==> src/rtl/demux8_sequencer_pkg.sv <==
// Shared definitions for the demux8 control path: select width, channel count,
// FSM encoding and the mask helpers used to derive the first/last enabled channel.
package demux8_sequencer_pkg;

  localparam int SEL_W = 3;
  localparam int NCH   = 8;

  typedef enum logic {
    ST_IDLE = 1'b0,
    ST_HOLD = 1'b1
  } state_t;

  function automatic logic [SEL_W-1:0] first_ch(input logic [NCH-1:0] mask);
    first_ch = '0;
    for (int i = NCH - 1; i >= 0; i--) begin
      if (mask[i]) first_ch = SEL_W'(i);
    end
  endfunction

  function automatic logic [SEL_W-1:0] last_ch(input logic [NCH-1:0] mask);
    last_ch = '0;
    for (int i = 0; i < NCH; i++) begin
      if (mask[i]) last_ch = SEL_W'(i);
    end
  endfunction

endpackage

==> src/rtl/demux_next_ch.sv <==
// Round-robin channel step: next enabled channel strictly above ch, wrapping
// past the top. With only ch enabled the result is ch itself.
module demux_next_ch
  import demux8_sequencer_pkg::*;
(
  input  logic [SEL_W-1:0] ch,
  input  logic [NCH-1:0]   mask,
  output logic [SEL_W-1:0] next
);

  logic [SEL_W-1:0] idx;

  // Scan farthest-first so the nearest enabled channel wins.
  always_comb begin
    next = ch;
    idx  = ch;
    for (int k = NCH - 1; k >= 1; k--) begin
      idx = ch + SEL_W'(k);
      if (mask[idx]) next = idx;
    end
  end

endmodule

==> src/rtl/demux8_sequencer.sv <==
// Serial-to-demux8 sequencer: accepts one bit per handshake, holds it with its
// channel select for DWELL cycles, and walks the enabled channels round-robin.
module demux8_sequencer
  import demux8_sequencer_pkg::*;
#(
  parameter logic [NCH-1:0] CH_MASK = 8'hFF,
  parameter int             DWELL   = 1
) (
  input  logic clk,
  input  logic rst_n,
  input  logic sync,
  input  logic in_valid,
  input  logic in_bit,
  output logic in_ready,
  output logic a,
  output logic s2,
  output logic s1,
  output logic s0,
  output logic out_valid,
  output logic frame_done
);

  localparam logic [SEL_W-1:0] FIRST_CH   = first_ch(CH_MASK);
  localparam logic [SEL_W-1:0] LAST_CH    = last_ch(CH_MASK);
  localparam logic [7:0]       DWELL_INIT = 8'(DWELL - 1);

  generate
    if (CH_MASK == '0) begin : g_bad_mask
      $error("demux8_sequencer: CH_MASK must enable at least one channel");
    end
    if (DWELL < 1 || DWELL > 255) begin : g_bad_dwell
      $error("demux8_sequencer: DWELL must be in 1..255");
    end
  endgenerate

  state_t           state, state_nxt;
  logic [SEL_W-1:0] ch, ch_next, sel;
  logic [7:0]       dwell_cnt;
  logic             last_cycle;

  demux_next_ch u_next_ch (
    .ch   (ch),
    .mask (CH_MASK),
    .next (ch_next)
  );

  assign last_cycle   = (state == ST_HOLD) && (dwell_cnt == 8'd0);
  assign {s2, s1, s0} = sel;

  always_comb begin
    state_nxt  = state;
    in_ready   = 1'b0;
    frame_done = 1'b0;
    case (state)
      ST_IDLE: begin
        in_ready = !sync;
        if (in_valid && !sync) state_nxt = ST_HOLD;
      end
      ST_HOLD: begin
        if (dwell_cnt == 8'd0) state_nxt = ST_IDLE;
      end
      default: state_nxt = ST_IDLE;
    endcase
    // An aborted or reset frame never reports completion.
    frame_done = last_cycle && (ch == LAST_CH) && !sync && rst_n;
    if (sync) state_nxt = ST_IDLE;
  end

  always_ff @(posedge clk) begin
    if (!rst_n) begin
      state     <= ST_IDLE;
      a         <= 1'b0;
      sel       <= FIRST_CH;
      ch        <= FIRST_CH;
      out_valid <= 1'b0;
      dwell_cnt <= 8'd0;
    end else begin
      state <= state_nxt;
      if (sync) begin
        out_valid <= 1'b0;
        ch        <= FIRST_CH;
        dwell_cnt <= 8'd0;
      end else begin
        case (state)
          ST_IDLE: begin
            if (in_valid) begin
              a         <= in_bit;
              sel       <= ch;
              out_valid <= 1'b1;
              dwell_cnt <= DWELL_INIT;
            end
          end
          ST_HOLD: begin
            if (dwell_cnt == 8'd0) begin
              out_valid <= 1'b0;
              ch        <= ch_next;
            end else begin
              dwell_cnt <= dwell_cnt - 8'd1;
            end
          end
          default: ;
        endcase
      end
    end
  end

endmodule
==> config.mk <==
export PLATFORM = sky130hd
export DESIGN_NAME = demux8_sequencer
export DESIGN_NICKNAME = d
export VERILOG_FILES = /design/src/rtl/demux8_sequencer_pkg.sv /design/src/rtl/demux_next_ch.sv /design/src/rtl/demux8_sequencer.sv
export SDC_FILE = /design/constraint.sdc
export NUM_CORES = 1
export LEC_CHECK = 0
export CAP_MARGIN = 25
export CORE_MARGIN = 1.5
export CORE_UTILIZATION = 55
export CTS_CLUSTER_DIAMETER = 30
export CTS_CLUSTER_SIZE = 14
export DETAILED_ROUTE_END_ITERATION = 8
export PLACE_DENSITY = 0.81
export SYNTH_ARGS = -nofsm -noshare
export SYNTH_HDL_FRONTEND = slang
export SYNTH_SLANG_ARGS = --single-unit
==> constraint.sdc <==
create_clock -name clk -period 4.12 [get_ports clk]
set_clock_uncertainty 0.2 [all_clocks]
set_input_delay 0.618 -clock clk [delete_from_list [all_inputs] [get_ports clk]]
set_output_delay 0.618 -clock clk [all_outputs]
set_load 0.03 [all_outputs]
==> flow_summary.json, run 1 <==
{
  "cts-resized-gates": 0,
  "synth_top_cell_by_area": "dfxtp_1",
  "ys_seq_elements": 17,
  "synth_top_area_frac": 0.424,
  "synth_cell_types": 27,
  "finalSetupViolations": 0,
  "hold_viol": 0,
  "avgSynthCellArea_sq_um": 9.11,
  "ys_warn_count": 0,
  "netlist_area_sq_um": 802,
  "syn_inst": 88,
  "pre_cts_ws_ns": 1.00,
  "drt_wl_total_microns": 1490,
  "r2r_end": "ch[1]$_SDFFE_PP0P_",
  "r2r_cells": 6,
  "numCtsBuffers": 3,
  "min_path_cells": 2,
  "hpwl_microns": 1150,
  "routabilityCongestion": 0.795,
  "totalNegativeSetupSlack_ns": 0,
  "drt-initial-drc-count": 21,
  "num_rows": 13,
  "fp.dieW_microns": 41.2,
  "power_leakage_uw": 0.000371,
  "synth.net_count": 97,
  "wl_per_cell_microns": 12.9,
  "ys_top_cells_by_count": "dfxtp_1 (17), nor2_1 (10), o21ai_0 (7)",
  "start_util": 0.601,
  "worstHoldStart": "sel[0]$_SDFFE_PN0P_",
  "hold_ws_ns": 0.286,
  "critPathRequiredTime_ns": 3.30,
  "drv_slew": 0,
  "ant_nets": 0,
  "routed-via-count": 626,
  "tightest_slew_ns": 0.391,
  "critPathTopFamily": "simple AND/OR/NAND/NOR gates",
  "arrival_ns": 2.63,
  "grt_first_pass_wirelength_microns": 2300,
  "cp_max_fo": 5,
  "cts_sinks": 17,
  "antenna_found_initial": 0,
  "place_area_sq_um": 901,
  "nets": 110,
  "cts_tree": "yes",
  "port_buffers": 11,
  "cts_root_buf": "clkbuf_4",
  "grt_usage": 0.214,
  "cap_violations": 0,
  "cts-hold-fix-buffers": 0,
  "cp.buffers_inverters": 2,
  "yosys-top-cells-area": "dfxtp_1 (42%), ha_1 (6.2%), nor2_1 (4.7%)",
  "min_to": "sel[0]$_SDFFE_PN0P_",
  "grt_pass1_vias": 527,
  "cp-start-kind": "flop",
  "r2r_slack_ns": 2.11,
  "ctsHtreeMaxLevel": 1,
  "via_per_inst": 5.44,
  "drc": 0,
  "synth_edf_count": 0,
  "final_layout_size_suffix_gt1_frac": 0.0800,
  "ir_drop_mv": 0.228,
  "dr.pass1.iters": 4,
  "synth_most_common_cell": "dfxtp_1",
  "power_density_mw_per_mm2": 333,
  "ios": 12,
  "clock_latency_ns": 0.28,
  "die_h_microns": 41.2,
  "synth-main-ff-cell": "dfxtp_1",
  "period_needed_ns": 3.44,
  "fin_crit_sh": 0.836,
  "die-area_sq_mm": 0.00170,
  "setup_ws_ns": 0.677,
  "ys_seq_area_frac": 0.424,
  "fp.coreArea_sq_mm": 0.00133,
  "worstReg2RegStart": "dwell_cnt[0]$_SDFFE_PP0P_",
  "n_antenna_cell": 0,
  "max_stage_delay_ns": 0.70,
  "rsz0062_at_grt": "false",
  "hold_class": "flop to flop",
  "worstSetupEndpointType": "output pin",
  "slew_headroom": 0.736,
  "clkTransAtPathRegs_ns": 0.09,
  "status": "complete, no violations",
  "crit_chain": "inv_1, ha_1, or4bb_1, or2_1, nor3_1, clkdlybuf4s50_1",
  "crit_type": "flop to output pin",
  "async_flop_share": 0,
  "fmax_mhz": 290,
  "fin_area_sq_um": 927,
  "cts_setup_buffers": 0,
  "cts.path.max_buffers": 2,
  "grt_max_degree": 10,
  "cp_slowest_cell": "clkdlybuf4s50_1",
  "syn_to_final_growth_pct": 15.6,
  "gr-total-overflow": 0
}
report_power, final:
group | internal (uW) | leakage (uW) | switching, uW
clock network | 37.5 | 0.0000150 | 50.2
logic | 22.0 | 0.000218 | 25.8
registers | 169 | 0.000138 | 4.29
layer usage:
layer  vias to the layer above  wire (microns)  part of all wire  GRT usage
li1                        336               -                 -          -
met1                       280             732              0.49      0.281
met2                         8             697              0.47      0.328
met3                         2              47             0.032     0.0543
met4                         0              12            0.0081     0.0968
met5                         -               0                 0          0
cells by family (layout without fill, tap and decap cells):
group                      Yosys count  after routing  share of synthesized area
DFF                                 17             17                      0.424
AOI/OAI and AO/OA                   23             23                      0.181
muxes                                2              2                     0.0250
buffers and inverters                7             19                     0.0561
adders and majority gates            4              4                     0.0624
and+or+nand+nor                     32             32                      0.218
xor gates and xnor gates             3              3                     0.0328
cell type report:
class | instances | area [sq um]
multi-input cells | 64 | 417
fillers | 101 | 407
flip-flops and latches | 17 | 340
repair buffers | 11 | 110
clock buffers | 4 | 26.3
well taps | 15 | 18.8
inverters | 4 | 15.0
worst max-delay path by stage:
stage,start,endpoint,slack [ns],depth (start not counted)
4_1_cts,dwell_cnt[0]$_SDFFE_PP0P_,frame_done,0.66,6
5_1_grt,dwell_cnt[0]$_SDFFE_PP0P_,frame_done,0.58,6
2_1_floorplan,dwell_cnt[0]$_SDFFE_PP0P_,frame_done,1.23,6
6_report,dwell_cnt[0]$_SDFFE_PP0P_,frame_done,0.68,6
3_5_place_dp,dwell_cnt[0]$_SDFFE_PP0P_,frame_done,1.00,6
3_3_place_gp,sync,frame_done,1.02,4
tightest hold or removal path: stages, from the launching register on:
cell and delay, ns:
dfxtp_1 0.32, o21ai_0 0.06, a21boi_0 0.07
flip-flops by register name, indices dropped and copies added, names as in the netlist:
| name | flops |
|---|---|
| a | 1 |
| ch | 3 |
| dwell_cnt | 8 |
| out_valid | 1 |
| sel | 3 |
| state | 1 |
placed cells by master (no fill, tap or decap), types with 2 or more instances in the layout:
cell	Yosys	routed
o21ai_0	7	7
ha_1	4	4
mux2i_1	2	2
nor3_1	2	2
inv_1	4	4
o41ai_1	2	2
xor2_1	3	3
or2_1	2	2
a21boi_0	4	4
o211ai_1	2	2
or3_2	2	2
nand2b_1	4	4
nor2_1	10	10
dfxtp_1	17	17
a21oi_1	6	6
clkbuf_4	0	3
nand2_1	6	6
clkdlybuf4s50_1	0	11
stage by stage:
step,utilization,std cells,total power [uW]
after floorplan,-,88,215
after global placement,0.675,111,223
after detailed placement,0.675,111,225
after CTS,0.695,115,311
after global routing,0.695,115,325
final,0.695,115,309
Note: power is estimated with default switching activity, not from simulation.
==> run 2, diff against run 1 <==
--- a/config.mk
+++ b/config.mk
@@ -7,11 +7,11 @@
 export LEC_CHECK = 0
 export CAP_MARGIN = 25
 export CORE_MARGIN = 1.5
-export CORE_UTILIZATION = 55
+export CORE_UTILIZATION = 51
 export CTS_CLUSTER_DIAMETER = 30
 export CTS_CLUSTER_SIZE = 14
 export DETAILED_ROUTE_END_ITERATION = 8
-export PLACE_DENSITY = 0.81
+export PLACE_DENSITY = 0.76
 export SYNTH_ARGS = -nofsm -noshare
 export SYNTH_HDL_FRONTEND = slang
 export SYNTH_SLANG_ARGS = --single-unit
==> constraint.sdc (replaced) <==
create_clock -name clk -period 3.35 [get_ports clk]
set_clock_uncertainty 0.2 [all_clocks]
set_input_delay 0.5025 -clock clk [delete_from_list [all_inputs] [get_ports clk]]
set_output_delay 0.5025 -clock clk [all_outputs]
set_load 0.03 [all_outputs]
==> flow_summary.json, run 2 (same netlist as run 1, synthesis figures left out) <==
{
  "num_rows": 14,
  "power_frac_seq": 0.559,
  "worstSetupEndpointType": "output pin",
  "r2r_cells": 6,
  "fmax_mhz": 339,
  "ctsHtreeMaxLevel": 1,
  "largest_register": "dwell_cnt",
  "slew_headroom": 0.739,
  "place_area_sq_um": 910,
  "antenna_found_initial": 0,
  "p_int_uw": 282,
  "totalNegativeSetupSlack_ns": 0,
  "tightest_slew_ns": 0.387,
  "cts.path.max_buffers": 2,
  "fin_area_sq_um": 938,
  "cp-start-kind": "flop",
  "drc": 0,
  "fp.coreArea_sq_mm": 0.00149,
  "final_cell_mix": "dfxtp_1 (17), nor2_1 (10), clkdlybuf4s50_1 (10)",
  "hold_viol": 0,
  "fp.dieW_microns": 42.7,
  "finalSetupViolations": 0,
  "drt-initial-drc-count": 10,
  "start_util": 0.539,
  "p_sw_frac": 0.263,
  "critPathRequiredTime_ns": 2.65,
  "clock_latency_ns": 0.28,
  "numCtsBuffers": 3,
  "reg.largest.list": "dwell_cnt x8, ch x3, sel x3",
  "arrival_ns": 2.25,
  "grt_first_pass_wirelength_microns": 2610,
  "cap_violations": 0,
  "dr.pass1.iters": 6,
  "syn_to_final_growth_pct": 17.0,
  "nets": 111,
  "status": "complete, no violations",
  "die_h_microns": 42.7,
  "ir_drop_mv": 0.250,
  "ant_nets": 0,
  "cts_sinks": 17,
  "cts_tree": "yes",
  "gr-total-overflow": 0,
  "power_leakage_uw": 0.000394,
  "final_layout_size_suffix_gt1_frac": 0.0891,
  "power_frac_comb": 0.157,
  "cp_max_fo": 5,
  "rsz0062_at_grt": "false",
  "clkPwrFrac": 0.284,
  "n_antenna_cell": 0,
  "die-area_sq_mm": 0.00182,
  "hold_class": "flop to flop",
  "grt_pass1_vias": 616,
  "crit_type": "flop to output pin",
  "via_per_inst": 5.79,
  "cts-resized-gates": 0,
  "cts_root_buf": "clkbuf_4",
  "fin_crit_sh": 0.880,
  "port_buffers": 11,
  "routabilityCongestion": 0.803,
  "period_needed_ns": 2.95,
  "multi_input_area_sq_um": 417,
  "grt_max_degree": 10,
  "drv_slew": 0,
  "hold_ws_ns": 0.272,
  "wl_per_cell_microns": 13.4,
  "fillers": 131,
  "routed-via-count": 677,
  "min_path_cells": 2,
  "clkTransAtPathRegs_ns": 0.10,
  "drt_wl_total_microns": 1570,
  "cts-hold-fix-buffers": 0,
  "power_density_mw_per_mm2": 408,
  "grt_usage": 0.193,
  "ios": 12,
  "hpwl_microns": 1220,
  "layout_commonest_cell": "dfxtp_1",
  "largest_reg_flops": 8,
  "cts_setup_buffers": 0,
  "switchingPower_uw": 101,
  "register_area_sq_um": 340
}
## run 2: cell count changes in the layout (fill, tap and decap cells not counted)
cell,delta
buf_4,+1
clkdlybuf4s50_1,-1
dlymetal6s2s_1,+1
## run 2: area by class of cell
class / count / share of cell area
clock buffers: 4 / 0.0280
inverters: 4 / 0.0160
multi-input cells: 64 / 0.444
flip-flops and latches: 17 / 0.363
well taps: 16 / 0.0213
repair buffers: 12 / 0.128
## run 2: metal layers
layer | global-route usage | up-vias | routed length (microns)
li1 | - | 335 | -
met1 | 0.241 | 325 | 741
met2 | 0.312 | 13 | 756
met3 | 0.0255 | 4 | 49
met4 | 0.119 | 0 | 19
met5 | 0 | - | 0
## run 2: per-stage QoR
step / worst slack (ns) / cells / utilization / total power, uW
CTS: 0.0182 / 117 / 0.629 / 387
global placement: 0.417 / 113 / 0.611 / 276
global route: 0.301 / 117 / 0.630 / 400
floorplan: 0.580 / 88 / - / 264
finish: 0.401 / 117 / 0.630 / 383
detailed placement: 0.367 / 113 / 0.611 / 278
## run 2: power groups by stage
stage / sequential [uW] / clock (uW) / combinational [uW]
4_1_cts: 214 / 113 / 60.1
6_report: 214 / 109 / 60.1
5_1_grt: 215 / 119 / 66.0
3_5_place_dp: 218 / 0 / 59.8
3_3_place_gp: 218 / 0 / 58.1
2_1_floorplan: 219 / 0 / 44.9
## run 2: worst paths after layout
kind / start / end / slack, ns
min reg2reg: out_valid$_SDFFE_PP0P_ / out_valid$_SDFFE_PP0P_ / 0.27
max reg2reg: dwell_cnt[0]$_SDFFE_PP0P_ / dwell_cnt[7]$_SDFFE_PP0P_ / 1.34
min: out_valid$_SDFFE_PP0P_ / out_valid$_SDFFE_PP0P_ / 0.27
max: dwell_cnt[0]$_SDFFE_PP0P_ / frame_done / 0.40
## run 2: critical path, cell delays in order (launching register included)
cell and delay, ns:
dfxtp_1 0.36, inv_1 0.11, ha_1 0.17, or4bb_1 0.48, or2_1 0.34, nor3_1 0.19, dlymetal6s2s_1 0.31
==> run 3, diff against run 2 <==
--- a/config.mk
+++ b/config.mk
@@ -11,6 +11,7 @@
 export CTS_CLUSTER_DIAMETER = 30
 export CTS_CLUSTER_SIZE = 14
 export DETAILED_ROUTE_END_ITERATION = 8
+export HOLD_SLACK_MARGIN = 0.06
 export PLACE_DENSITY = 0.76
 export SYNTH_ARGS = -nofsm -noshare
 export SYNTH_HDL_FRONTEND = slang
==> results of run 3 <==
Final layout, timing and power as in run 2 (identical DEF).
